## src/rtl/fifo_pkg.sv

```systemverilog
// rtl/fifo_pkg.sv - shared constants, types and helpers for the FIFO controller
package fifo_pkg;

  localparam int DEF_ADDR_WIDTH = 12;
  localparam int DEF_DATA_WIDTH = 8;
  localparam int DEPTH          = 2**DEF_ADDR_WIDTH;
  localparam int CNT_W          = DEF_ADDR_WIDTH + 1;

  // Encoding of {push, pop} for a cycle; drives the occupancy update.
  typedef enum logic [1:0] {
    OP_IDLE = 2'b00,
    OP_POP  = 2'b01,
    OP_PUSH = 2'b10,
    OP_BOTH = 2'b11
  } fifo_op_e;

  // Number of RAM entries for a given address width.
  function automatic int depth_of(input int aw);
    return 2**aw;
  endfunction

endpackage

```

## src/rtl/fifo_ctrl_if.sv

```systemverilog
// rtl/fifo_ctrl_if.sv - producer/consumer stream bundle; FIFO_CTRL_PEEK_EN adds next-word peek
interface fifo_ctrl_if #(
  parameter int DATA_WIDTH = 8
) ();

  logic                  s_valid;
  logic                  s_ready;
  logic [DATA_WIDTH-1:0] s_data;
  logic                  m_valid;
  logic                  m_ready;
  logic [DATA_WIDTH-1:0] m_data;
`ifdef FIFO_CTRL_PEEK_EN
  logic [DATA_WIDTH-1:0] m_data_next;
  logic                  m_valid_next;

  modport slave (
    input  s_valid, s_data, m_ready,
    output s_ready, m_valid, m_data, m_data_next, m_valid_next
  );

  modport master (
    output s_valid, s_data, m_ready,
    input  s_ready, m_valid, m_data, m_data_next, m_valid_next
  );
`else
  modport slave (
    input  s_valid, s_data, m_ready,
    output s_ready, m_valid, m_data
  );

  modport master (
    output s_valid, s_data, m_ready,
    input  s_ready, m_valid, m_data
  );
`endif

endinterface

```

## src/rtl/fifo_ptr.sv

```systemverilog
// rtl/fifo_ptr.sv - wrapping RAM pointer with increment and synchronous clear
module fifo_ptr #(
  parameter int WIDTH = 12
) (
  input  logic             i_clk,
  input  logic             i_rst_n,
  input  logic             i_clr,
  input  logic             i_inc,
  output logic [WIDTH-1:0] o_ptr
);

  logic [WIDTH-1:0] r_ptr;

  // Clear has priority over increment; wrap comes from natural overflow.
  always_ff @(posedge i_clk or negedge i_rst_n) begin
    if (!i_rst_n) begin
      r_ptr <= '0;
    end else if (i_clr) begin
      r_ptr <= '0;
    end else if (i_inc) begin
      r_ptr <= r_ptr + WIDTH'(1);
    end
  end

  assign o_ptr = r_ptr;

endmodule

```

## src/rtl/fifo_ctrl.sv

```systemverilog
// rtl/fifo_ctrl.sv - ready/valid FIFO controller for an external dual-port RAM; option FIFO_CTRL_PEEK_EN
module fifo_ctrl
  import fifo_pkg::*;
#(
  parameter int ADDR_WIDTH = DEF_ADDR_WIDTH,
  parameter int DATA_WIDTH = DEF_DATA_WIDTH,
  parameter int AFULL_LVL  = 2**ADDR_WIDTH - 4
) (
  input  logic                  i_clk,
  input  logic                  i_rst_n,
  input  logic                  i_flush,
  fifo_ctrl_if.slave            bus,
  output logic [ADDR_WIDTH:0]   o_count,
  output logic                  o_afull,
  output logic [ADDR_WIDTH:0]   o_hwm,
  output logic                  o_ram_we,
  output logic [ADDR_WIDTH-1:0] o_ram_wr_addr,
  output logic [DATA_WIDTH-1:0] o_ram_wr_data,
  output logic [ADDR_WIDTH-1:0] o_ram_rd_addr_1,
  input  logic [DATA_WIDTH-1:0] i_ram_rd_data_1,
  output logic [ADDR_WIDTH-1:0] o_ram_rd_addr_2,
  input  logic [DATA_WIDTH-1:0] i_ram_rd_data_2
);

  localparam int            CW      = ADDR_WIDTH + 1;
  localparam logic [CW-1:0] L_DEPTH = CW'(depth_of(ADDR_WIDTH));
  localparam logic [CW-1:0] L_AFULL = CW'(AFULL_LVL);

  logic [CW-1:0]         r_count;
  logic [CW-1:0]         r_hwm;
  logic [CW-1:0]         w_count_nxt;
  logic [ADDR_WIDTH-1:0] w_wr_ptr;
  logic [ADDR_WIDTH-1:0] w_rd_ptr;
  logic                  w_s_ready;
  logic                  w_m_valid;
  logic                  w_push;
  logic                  w_pop;
  fifo_op_e              w_op;

  // Handshakes depend only on registered state plus flush, so there is no
  // combinational path from m_ready to s_ready or from s_valid to m_valid.
  assign w_s_ready = (r_count != L_DEPTH) & ~i_flush;
  assign w_m_valid = (r_count != '0);
  assign w_push    = bus.s_valid & w_s_ready;
  assign w_pop     = w_m_valid & bus.m_ready;

  fifo_ptr #(.WIDTH(ADDR_WIDTH)) u_wr_ptr (
    .i_clk   (i_clk),
    .i_rst_n (i_rst_n),
    .i_clr   (i_flush),
    .i_inc   (w_push),
    .o_ptr   (w_wr_ptr)
  );

  fifo_ptr #(.WIDTH(ADDR_WIDTH)) u_rd_ptr (
    .i_clk   (i_clk),
    .i_rst_n (i_rst_n),
    .i_clr   (i_flush),
    .i_inc   (w_pop),
    .o_ptr   (w_rd_ptr)
  );

  // Next occupancy from this cycle's push/pop combination.
  always_comb begin
    w_op        = fifo_op_e'({w_push, w_pop});
    w_count_nxt = r_count;
    case (w_op)
      OP_PUSH: w_count_nxt = r_count + CW'(1);
      OP_POP:  w_count_nxt = r_count - CW'(1);
      default: w_count_nxt = r_count;
    endcase
  end

  // Occupancy register; flush drops everything including a concurrent pop.
  always_ff @(posedge i_clk or negedge i_rst_n) begin
    if (!i_rst_n) begin
      r_count <= '0;
    end else if (i_flush) begin
      r_count <= '0;
    end else begin
      r_count <= w_count_nxt;
    end
  end

  // High-water mark tracks the peak occupancy since reset or flush.
  always_ff @(posedge i_clk or negedge i_rst_n) begin
    if (!i_rst_n) begin
      r_hwm <= '0;
    end else if (i_flush) begin
      r_hwm <= '0;
    end else if (w_count_nxt > r_hwm) begin
      r_hwm <= w_count_nxt;
    end
  end

  assign bus.s_ready     = w_s_ready;
  assign bus.m_valid     = w_m_valid;
  assign bus.m_data      = i_ram_rd_data_1;
  assign o_count         = r_count;
  assign o_afull         = (r_count >= L_AFULL);
  assign o_hwm           = r_hwm;
  assign o_ram_we        = w_push;
  assign o_ram_wr_addr   = w_wr_ptr;
  assign o_ram_wr_data   = bus.s_data;
  assign o_ram_rd_addr_1 = w_rd_ptr;

`ifdef FIFO_CTRL_PEEK_EN
  assign o_ram_rd_addr_2  = w_rd_ptr + ADDR_WIDTH'(1);
  assign bus.m_data_next  = i_ram_rd_data_2;
  assign bus.m_valid_next = (r_count >= CW'(2));
`else
  logic w_unused_rd_data_2;

  assign o_ram_rd_addr_2    = '0;
  assign w_unused_rd_data_2 = ^i_ram_rd_data_2;
`endif

endmodule

```

## src/flat_wrapper.sv

```systemverilog
// flat-port wrapper written by rule: the top's interface ports become plain ports
module fifo_ctrl_flat import fifo_pkg::*;
#(
  parameter int ADDR_WIDTH = DEF_ADDR_WIDTH,
  parameter int DATA_WIDTH = DEF_DATA_WIDTH,
  parameter int AFULL_LVL  = 2**ADDR_WIDTH - 4
)
  (i_clk, i_rst_n, i_flush, o_count, o_afull, o_hwm, o_ram_we, o_ram_wr_addr, o_ram_wr_data, o_ram_rd_addr_1, i_ram_rd_data_1, o_ram_rd_addr_2, i_ram_rd_data_2, bus_s_valid, bus_s_data, bus_m_ready, bus_s_ready, bus_m_valid, bus_m_data);
  fifo_ctrl_if #(.DATA_WIDTH(DATA_WIDTH)) bus_i ();
  input  logic i_clk;
  input  logic i_rst_n;
  input  logic i_flush;
  output logic [ADDR_WIDTH:0] o_count;
  output logic o_afull;
  output logic [ADDR_WIDTH:0] o_hwm;
  output logic o_ram_we;
  output logic [ADDR_WIDTH-1:0] o_ram_wr_addr;
  output logic [DATA_WIDTH-1:0] o_ram_wr_data;
  output logic [ADDR_WIDTH-1:0] o_ram_rd_addr_1;
  input  logic [DATA_WIDTH-1:0] i_ram_rd_data_1;
  output logic [ADDR_WIDTH-1:0] o_ram_rd_addr_2;
  input  logic [DATA_WIDTH-1:0] i_ram_rd_data_2;
  input wire logic [$bits(bus_i.s_valid)-1:0] bus_s_valid;
  input wire logic [$bits(bus_i.s_data)-1:0] bus_s_data;
  input wire logic [$bits(bus_i.m_ready)-1:0] bus_m_ready;
  output wire logic [$bits(bus_i.s_ready)-1:0] bus_s_ready;
  output wire logic [$bits(bus_i.m_valid)-1:0] bus_m_valid;
  output wire logic [$bits(bus_i.m_data)-1:0] bus_m_data;
  assign bus_i.s_valid = bus_s_valid;
  assign bus_i.s_data = bus_s_data;
  assign bus_i.m_ready = bus_m_ready;
  assign bus_s_ready = bus_i.s_ready;
  assign bus_m_valid = bus_i.m_valid;
  assign bus_m_data = bus_i.m_data;
  fifo_ctrl #(.ADDR_WIDTH(ADDR_WIDTH), .DATA_WIDTH(DATA_WIDTH), .AFULL_LVL(AFULL_LVL)) u_core (.i_clk(i_clk), .i_rst_n(i_rst_n), .i_flush(i_flush), .bus(bus_i), .o_count(o_count), .o_afull(o_afull), .o_hwm(o_hwm), .o_ram_we(o_ram_we), .o_ram_wr_addr(o_ram_wr_addr), .o_ram_wr_data(o_ram_wr_data), .o_ram_rd_addr_1(o_ram_rd_addr_1), .i_ram_rd_data_1(i_ram_rd_data_1), .o_ram_rd_addr_2(o_ram_rd_addr_2), .i_ram_rd_data_2(i_ram_rd_data_2));
endmodule
```

## config.mk

```make
export PLATFORM = sky130hd
export DESIGN_NAME = fifo_ctrl_flat
export DESIGN_NICKNAME = d
export VERILOG_FILES = /design/src/rtl/fifo_pkg.sv /design/src/rtl/fifo_ctrl_if.sv /design/src/rtl/fifo_ptr.sv /design/src/rtl/fifo_ctrl.sv /design/src/flat_wrapper.sv
export SDC_FILE = /design/constraint.sdc
export NUM_CORES = 1
export LEC_CHECK = 0
export ABC_AREA = 1
export CORE_UTILIZATION = 30
export CTS_CLUSTER_SIZE = 30
export DETAILED_ROUTE_END_ITERATION = 8
export PLACE_DENSITY = 0.63
export SYNTH_ARGS = -nofsm -noshare
export SYNTH_HDL_FRONTEND = slang
export SYNTH_SLANG_ARGS = --single-unit
```

## constraint.sdc

```tcl
create_clock -name i_clk -period 4.9 [get_ports i_clk]
set_input_delay 0.735 -clock i_clk [delete_from_list [all_inputs] [get_ports i_clk]]
set_output_delay 0.735 -clock i_clk [all_outputs]
set_load 0.05 [all_outputs]
```

==> results.md, run 1 <==
- Initial antenna violation count: 0
- Type of the worst setup path: flop to flop
- ANT cells: 0
- Hold WS: approximately 0.51 ns
- Pwr per Cell Area: 535 nW/µm²
- Remaining Overflow, GRT: 0
- ANT nets after route: 0
- Post-Layout Cell Count: 796
- Worst Hold Class: flop to flop
- Post-synth cell types: 34
- Worst setup EP type: flop
- Critical-path top delay cell: fa_1
- Largest net degree at the start of global routing: just over 50
- H-tree depth: 2
- Die Area: ~14000 µm²
- Fin nets: between 600 and 700
- FP Rows: between 40 and 50
- Initial DRT Pass Iterations: 5
- Run status: finished clean
- Setup TNS: 0 ns
- Vias per inst: 4.63
- Top_reg_cell synth: dfrtp_1
- Post-route DRC: 0
- Layout Area Growth over Synthesis: 20.2%
- First-pass GRT wire length: roughly 17000 µm
- Final WL: between 10000 and 15000 µm
- Synth area leaders: dfrtp_1, nand2_1, ha_1, inv_1, nand3_1
- Endpoint, Worst Hold: u_core.o_hwm[11]
- Core area: between 10000 and 15000 µm²
- Slew @ Worst Pin: between 0.6 and 0.7 ns
- RD Place Congestion: 0.878
- CTS tree: built
- WHS Path Cells: 2
- Critical R2R Capture: u_core.o_hwm[4]
- Fmax: ~0.23 GHz
- Hold Buf Count CTS: 0
- Number of synthesized register bits: 50
- CP Max Fanout: 13
- Placed insts: around 800
- Synthesized area per cell: about 7 µm²
- HPWL Detailed: between 7000 and 8000 µm
- Headroom to the max-slew limit: a little under three fifths
- Seq/Total Area, Yosys: 31.4%
- Worst r2r src: u_core.o_count[1]
- Post-synth EDFFs: 0
- Routed vias: roughly 3700
- Chip height: ~120 µm
- Tmin final: between 4 and 5 ns
- Most used cell along the critical path: nand3_1
- Leak: about 2.4 nW
- Most common cell in the netlist: nand2_1
- Post-synth top cells: nand2_1, inv_1, nand3_1, dfrtp_1, nor2_1
- Total Routing Usage GR: between 15 and 20%
- CP required: roughly 5.1 ns
- Max incr delay on CP: between 0.4 and 0.5 ns
- Post-CTS setup buffer count: 0
- Yosys Warn Count: 0
- FFs w/ async S/R, synth: 100%
- Fin. max-slew vios: 0
- Share of cells above drive strength 1: roughly 6.3%
- Hold Vio Cnt, Final: 0
- Synthesized area: ~4000 µm²
- Reg2Reg Depth: 25
- Mapped Cells: between 500 and 600
- Worst-path clk slew: around 0.07 ns
- Area leader, netlist: dfrtp_1
- Crit start category: flop
- Post-CTS Resized: 0
- Clk_skew: ~0.0046 ns
- R2r setup slk: ~0.57 ns
- Beginning of the worst hold path: u_core.o_hwm[11]
- Num ports: 111
- Arrival time worst endpoint: approximately 4.5 ns
- Die width: between 100 and 150 µm
- Vias in the first global route: approximately 3700
- Initial core utilization: a little under a third
- Port bufs: 58
- Clk root buf: clkbuf_16
- Initial drt markers: ~180
- Cts bufs inserted: 5
- Clk sinks: 50
- Synth top area share: 31.4%
- Wire per inst: approximately 13 µm
- Clk_lat worst skew: 0.29 ns
- Max-cap violations: 0
- RSZ-0062 raised after global routing: false
- CTS max path bufs: 2
- Final period util: 88.3%
- Peak supply drop: ~0.23 mV
- Setup-failing EPs final: 0
## layout by cell type, fill, tap and decap left out, types with 2 or more instances in the layout
cell type,Yosys,routed
nand3_2,2,2
nand3b_1,2,2
clkdlybuf4s50_1,0,56
or2_2,3,3
dfrtp_1,50,50
buf_4,31,12
nand2_1,165,165
and3_1,3,3
conb_1,1,12
o21ai_1,4,4
nor2_1,43,43
nand2_2,2,2
inv_1,86,86
inv_2,2,2
o21ai_2,3,3
nor3_1,7,7
nand3_1,57,57
xor2_1,16,16
o21ai_0,17,17
nand4_1,17,17
o31ai_1,2,2
clkbuf_16,0,5
ha_1,27,26
nand2_4,2,2
a21oi_1,18,18
## how the worst max path moves through the flow
| stage | start | endpoint | slack (ns) | cells past startpoint |
|---|---|---|---|---|
| after global placement | bus_m_ready | u_core.o_hwm[4] | 0.23 | 20 |
| after global routing | u_core.o_count[5] | u_core.o_hwm[4] | 0.11 | 25 |
| after detailed placement | bus_m_ready | u_core.o_hwm[4] | 0.14 | 22 |
| final | u_core.o_count[1] | u_core.o_hwm[4] | 0.57 | 25 |
| after CTS | u_core.o_count[5] | u_core.o_hwm[4] | 0.39 | 24 |
| after floorplan | u_core.o_count[8] | u_core.o_hwm[1] | 0.72 | 23 |
## worst max-delay path: cells and delay by family (launching register included)
family,cells,cell delay (ns)
buf+inv,4,0.37
compound gates,3,0.57
flops,1,0.45
simple gates,15,1.72
fa+ha+maj,3,1.06
## registers in the layout, indices dropped and copies added (netlist names)
register,flops
u_core.o_hwm,13
u_core.u_rd_ptr.o_ptr,12
u_core.u_wr_ptr.o_ptr,12
u_core.o_count,13
## report_power, final
group	internal [mW]	leakage [nW]	switching, mW
clock	0.252	0.0829	0.149
sequential	0.487	0.677	0.0896
combinational	0.541	1.66	1.04
## routing by layer
metal  track usage [%]  routed length [µm]  up-vias
li1                  -                   -     1888
met1              20.5                4920     1700
met2              26.6                4730       89
met3              2.88                 472       12
met4              5.23                  95        0
met5                 0                   0        -
## metrics by stage
stage | power, mW | utilization, % | cell area (µm²) | worst slack (ns)
detailed placement | 2.15 | 36.1 | 4610 | 0.136
global placement | 2.12 | 36.1 | 4610 | 0.230
finish | 2.56 | 37.5 | 4790 | 0.572
global route | 2.78 | 37.5 | 4790 | 0.109
floorplan | 1.73 | - | 4020 | 0.725
CTS | 2.57 | 37.4 | 4780 | 0.390
## logic make-up (layout without fill, tap and decap cells)
logic type / after synthesis / count (layout) / share of synthesized area [%]
AOI/OAI and AO/OA: 46 / 46 / 6.38
xor gates and xnor gates: 17 / 17 / 3.74
adders and majority gates: 28 / 28 / 8.99
buffers and inverters: 129 / 165 / 15.4
DFF: 50 / 50 / 31.4
other: 1 / 12 / 0.0942
and+or+nand+nor: 306 / 306 / 34.0
## final cells by class
class / instances / area [µm²]
well taps: 172 / 215
clock inverters: 1 / 30.0
multi-input cells: 409 / 2160
clock buffers: 6 / 139
repair buffers: 69 / 656
fillers: 1329 / 7990
flip-flops and latches: 50 / 1250
inverters: 89 / 334
Power figures use the tool's default switching activity.
==> run 2, diff against run 1 <==
- CAP_MARGIN: not set -> 0
- CORE_MARGIN: not set -> 10
- DONT_BUFFER_PORTS: not set -> 1
- PLACE_DENSITY: 0.63 -> 0.53
==> run 2 against run 1 <==
Compared with the run above: sequential share of layout area up 3.1 points; largest power group unchanged; critical endpoint unchanged; final cell count down 5.8%; maximum frequency up 1.7%; worst hold slack worse by 0.37 ns; critical path type unchanged; first-iteration DRC count down 8.0%.
==> results.md, run 2 (synthesis results as in run 1) <==
- Vias per inst: around 4.6
- R2r setup slk: between 0.6 and 0.7 ns
- Worst-path clk slew: around 0.070 ns
- Initial core utilization: between 30 and 40%
- Sw Share: approximately half
- Switch Pwr: 1.25 mW
- Final WL: 10800 µm
- Remaining Overflow, GRT: 0
- Clk sinks: 50
- Port bufs: 0
- Arrival time worst endpoint: 4.42 ns
- Fillers: around 1400
- Slew @ Worst Pin: between 0.6 and 0.7 ns
- Routed vias: approximately 3500
- Clk_skew: 0.00656 ns
- Cts bufs inserted: 5
- Share of cells above drive strength 1: 7.84%
- Layout Area Growth over Synthesis: 7.45%
- Headroom to the max-slew limit: a little under three fifths
- Setup-failing EPs final: 0
- Chip height: around 140 µm
- ANT nets after route: 0
- RSZ-0062 raised after global routing: false
- Setup TNS: 0 ns
- Critical R2R Capture: u_core.o_hwm[4]
- Crit start category: flop
- Worst Hold Class: primary input to asynchronous set/reset pin
- Initial DRT Pass Iterations: 4
- Most frequent cells in the layout: nand2_1, inv_1, nand3_1
- First-pass GRT wire length: 17500 µm
- Leak: approximately 2.2 nW
- Clk root buf: clkbuf_16
- Largest net degree at the start of global routing: 51
- CP Max Fanout: 13
- Comb power frac: 55.7%
- Initial antenna violation count: 0
- Vias in the first global route: approximately 3400
- Fmax: between 0.2 and 0.25 GHz
- ANT cells: 0
- Core area: roughly 13000 µm²
- Post-CTS Resized: 0
- Final worst slack: around 0.64 ns
- RD Place Congestion: 0.801
- Fin. max-slew vios: 0
- H-tree depth: 2
- Wire per inst: ~14 µm
- Worst setup EP type: flop
- Initial drt markers: approximately 160
- Clk_lat worst skew: between 0.2 and 0.3 ns
- CTS tree: built
- Hold Buf Count CTS: 0
- Run status: finished clean
- Post-CTS setup buffer count: 0
- Pre-CTS setup slack: 0.452 ns
- CP required: ~5.1 ns
- Most common cell after layout, fill and taps aside: nand2_1
- Fin nets: between 600 and 700
- FP Rows: between 40 and 50
- CTS max path bufs: 2
- Internal power: 1.16 mW
- Post-route DRC: 0
- Hold Vio Cnt, Final: 0
- Tmin final: approximately 4.3 ns
- Max-cap violations: 0
- Reg2Reg Depth: 25
- Pwr per Cell Area: between 500 and 600 nW/µm²
- Total Routing Usage GR: 11.7%
- Type of the worst setup path: flop to flop
- Num ports: roughly 110
- Reg power frac: around 28%
- Peak supply drop: roughly 0.26 mV
- Die Area: 18300 µm²
- Clock power frac: 16.1%
- Worst r2r src: u_core.o_count[0]
- Final period util: between 80 and 90%
- HPWL Detailed: ~8500 µm
- Die width: between 100 and 150 µm
[run 2: stage by stage]
step	util, %	hold WS (ns)	cells	instance area [µm²]	total power, mW
2_1_floorplan	-	0.439	588	4020	1.73
3_3_place_gp	31.3	0.441	742	4110	2.01
3_5_place_dp	31.3	0.441	742	4110	2.02
4_1_cts	32.5	0.135	750	4270	2.43
5_1_grt	32.6	0.124	750	4280	2.65
6_report	32.6	0.141	750	4280	2.41
[run 2: worst max-delay path, cell delays in order (launching register included)]
cell and delay [ns]:
dfrtp_1 0.40, nor2_1 0.11, nand2_1 0.08, nor2_1 0.19, nand3_2 0.15, nand2_4 0.14
inv_2 0.09, ha_2 0.30, ha_1 0.40, nand2_1 0.14, nand2_1 0.07, nand2_1 0.06
nand2_1 0.05, nand2_1 0.09, nand3_1 0.11, o21ai_0 0.26, nand2_1 0.09, ha_1 0.30
nand4_1 0.19, a21oi_1 0.17, nor2_1 0.07, a21oi_2 0.22, buf_4 0.22, inv_1 0.06
nand2_2 0.08, o21ai_0 0.09
[run 2: routing by layer]
| metal | vias to the layer above | track usage, % | wire length (µm) |
|---|---|---|---|
| met5 | - | 0 | 0 |
| met4 | 0 | 1.67 | 41 |
| met3 | 4 | 4.60 | 1130 |
| met2 | 81 | 19.7 | 4900 |
| met1 | 1607 | 14.2 | 4710 |
| li1 | 1784 | - | - |
[run 2: worst max-delay path by stage]
stage / start / endpoint / cells past startpoint
6_report: u_core.o_count[0] / u_core.o_hwm[4] / 25
5_1_grt: u_core.o_count[3] / u_core.o_hwm[4] / 24
4_1_cts: u_core.o_count[1] / u_core.o_hwm[8] / 23
3_5_place_dp: u_core.o_count[1] / u_core.o_hwm[8] / 23
3_3_place_gp: u_core.o_count[1] / u_core.o_hwm[8] / 21
2_1_floorplan: u_core.o_count[8] / u_core.o_hwm[1] / 23
[run 2: power groups by stage]
stage	Sequential (mW)	Clock, mW	Combinational, mW
finish	0.678	0.389	1.34
global route	0.692	0.422	1.54
CTS	0.682	0.403	1.34
detailed placement	0.690	0	1.33
global placement	0.689	0	1.32
floorplan	0.814	0	0.915
[run 2: layout make-up]
cell class | instances | area, µm² | share of cell area, %
clock buffer | 7 | 133 | 3.10
clock inverter | 1 | 30.0 | 0.702
inverter | 89 | 334 | 7.81
multi-input combinational | 409 | 2180 | 50.8
sequential | 50 | 1250 | 29.2
tap | 176 | 220 | 5.15
timing repair buffer | 18 | 135 | 3.16
==> run 3, diff against run 2 <==
- CORE_ASPECT_RATIO: not set -> 0.9
- clock period: 4.9 -> 5.3 ns (I/O delays scaled with it)
==> run 3 against run 2 <==
Compared with the run above: clock skew rose by 0.0011 ns; clock power is 2% higher; sequential cell count is the same; critical endpoint is now u_core.o_hwm[8].
==> results.md, run 3 (synthesis results as in run 1) <==
- Type of the worst setup path: flop to flop
- Remaining Overflow, GRT: 0
- CP required: around 5.5 ns
- Run status: finished clean
- Headroom to the max-slew limit: 57.0%
- Port bufs: 0
- Peak supply drop: 0.170 mV
- Tmin final: ~4.7 ns
- Clock power frac: 17.3%
- Leak: roughly 2.3 nW
- Post-CTS Resized: 0
- Post-CTS setup buffer count: 0
- Hold WS: between 0.15 and 0.2 ns
- Clk root buf: clkbuf_16
- First-pass GRT wire length: around 18000 µm
- Arrival time worst endpoint: between 4 and 5 ns
- RD Place Congestion: ~0.88
- Comb power frac: 55.3%
- Post-route DRC: 0
- Final WL: about 11000 µm
- Sw Share: ~52%
- Die Area: approximately 18000 µm²
- Worst setup EP type: flop
- Vias per inst: approximately 4.9
- Switch Pwr: 1.19 mW
- Final period util: between 80% and 90%
- Hold Buf Count CTS: 0
- ANT cells: 0
- Initial drt markers: roughly 210
- Initial antenna violation count: 0
- Share of cells above drive strength 1: under 10%
- Reg power frac: between 20% and 30%
- CTS max path bufs: 2
- HPWL Detailed: 8480 µm
- FP Rows: 39
- Chip height: approximately 130 µm
- Routed vias: about 3600
- CP Max Fanout: 13
- Most common cell after layout, fill and taps aside: nand2_1
- Critical R2R Capture: u_core.o_hwm[8]
- Pwr per Cell Area: around 530 nW/µm²
- Setup-failing EPs final: 0
- Initial core utilization: a little under a third
- Clk_skew: ~0.0076 ns
- CTS tree: built
- R2r setup slk: 0.58 ns
- Core area: 12800 µm²
- Slew @ Worst Pin: ~0.64 ns
- Hold Vio Cnt, Final: 0
- Clk sinks: 50
- Worst Hold Class: primary input to asynchronous set/reset pin
- Largest net degree at the start of global routing: a little over 50
- Wire per inst: ~15 µm
- Total Routing Usage GR: between 10% and 20%
- Crit start category: flop
- Num ports: 111
- Worst r2r src: u_core.o_count[1]
- Most frequent cells in the layout: nand2_1, inv_1, nand3_1
- Cts bufs inserted: 5
- H-tree depth: 2
- ANT nets after route: 0
- Clk_lat worst skew: 0.30 ns
- Fmax: 0.212 GHz
- Initial DRT Pass Iterations: 5
- Die width: ~140 µm
- Internal power: roughly 1.1 mW
- RSZ-0062 raised after global routing: false
- Layout Area Growth over Synthesis: 7.19%
- Fin. max-slew vios: 0
- Setup TNS: 0 ns
- Fin nets: 630
- Max-cap violations: 0
- Worst-path clk slew: 0.07 ns
- Reg2Reg Depth: 21
- Vias in the first global route: about 3400
run 3: changes by cell type in the layout (fill, tap and decap cells not counted):
cell and delta:
clkbuf_1 -2, clkbuf_8 +1, ha_1 +2, ha_2 -2
inv_6 +1, nor2_2 +1, nor2_4 -1
run 3: how the worst max path moves through the flow:
stage / start / end / slack, ns / depth (start not counted)
2_1_floorplan: u_core.o_count[8] / u_core.o_hwm[1] / 1.12 / 23
3_3_place_gp: u_core.o_count[4] / u_core.o_hwm[1] / 0.61 / 25
3_5_place_dp: u_core.o_count[7] / u_core.o_hwm[6] / 0.56 / 21
4_1_cts: u_core.o_count[1] / u_core.o_hwm[6] / 0.55 / 21
5_1_grt: u_core.o_count[4] / u_core.o_hwm[5] / 0.05 / 24
6_report: u_core.o_count[1] / u_core.o_hwm[8] / 0.58 / 21
run 3: critical path, cell delays in order, from the launching register on:
cell     delay (ns)
dfrtp_1        0.38
nor2_1         0.11
nand2_1        0.09
nor2_1         0.24
nand3_1        0.21
nand3_2        0.13
ha_1           0.55
ha_1           0.40
nand2_1        0.14
inv_1          0.06
a21oi_1        0.25
nand3_1        0.17
o21ai_0        0.24
nand2_1        0.09
ha_1           0.30
a21oi_1        0.14
o21ai_0        0.13
nor2_1         0.16
a21oi_2        0.14
nor2_2         0.49
nand2_1        0.11
o21ai_1        0.10
run 3: stage by stage:
step	total power, mW	utilization (%)	cell area (µm²)	std cells	setup WS [ns]
after floorplan	1.60	-	4020	588	1.12
after global placement	1.88	31.9	4090	730	0.607
after detailed placement	1.89	31.9	4090	730	0.564
after CTS	2.30	33.3	4270	738	0.545
after global routing	2.49	33.3	4270	738	0.0456
final	2.28	33.3	4270	738	0.579
run 3: cell type report:
cell class	count	area [µm²]
sequential	50	1250
clock inverter	2	38.8
tap	164	205
fill	1388	8560
inverter	89	334
clock buffer	6	139
multi-input combinational	409	2170
timing repair buffer	18	135
run 3: power by group through the flow:
stage / Clock (mW) / Combinational, mW / Sequential (mW)
6_report: 0.395 / 1.26 / 0.622
4_1_cts: 0.407 / 1.27 / 0.625
2_1_floorplan: 0 / 0.846 / 0.752
3_3_place_gp: 0 / 1.25 / 0.632
3_5_place_dp: 0 / 1.26 / 0.633
5_1_grt: 0.421 / 1.44 / 0.633
run 3: per-layer routing:
| layer | part of all wire (%) | GRT usage [%] |
|---|---|---|
| met4 | 1.9 | 4.32 |
| met1 | 45 | 15.2 |
| met2 | 45 | 18.8 |
| met3 | 7.9 | 3.54 |
| met5 | 0 | 0 |
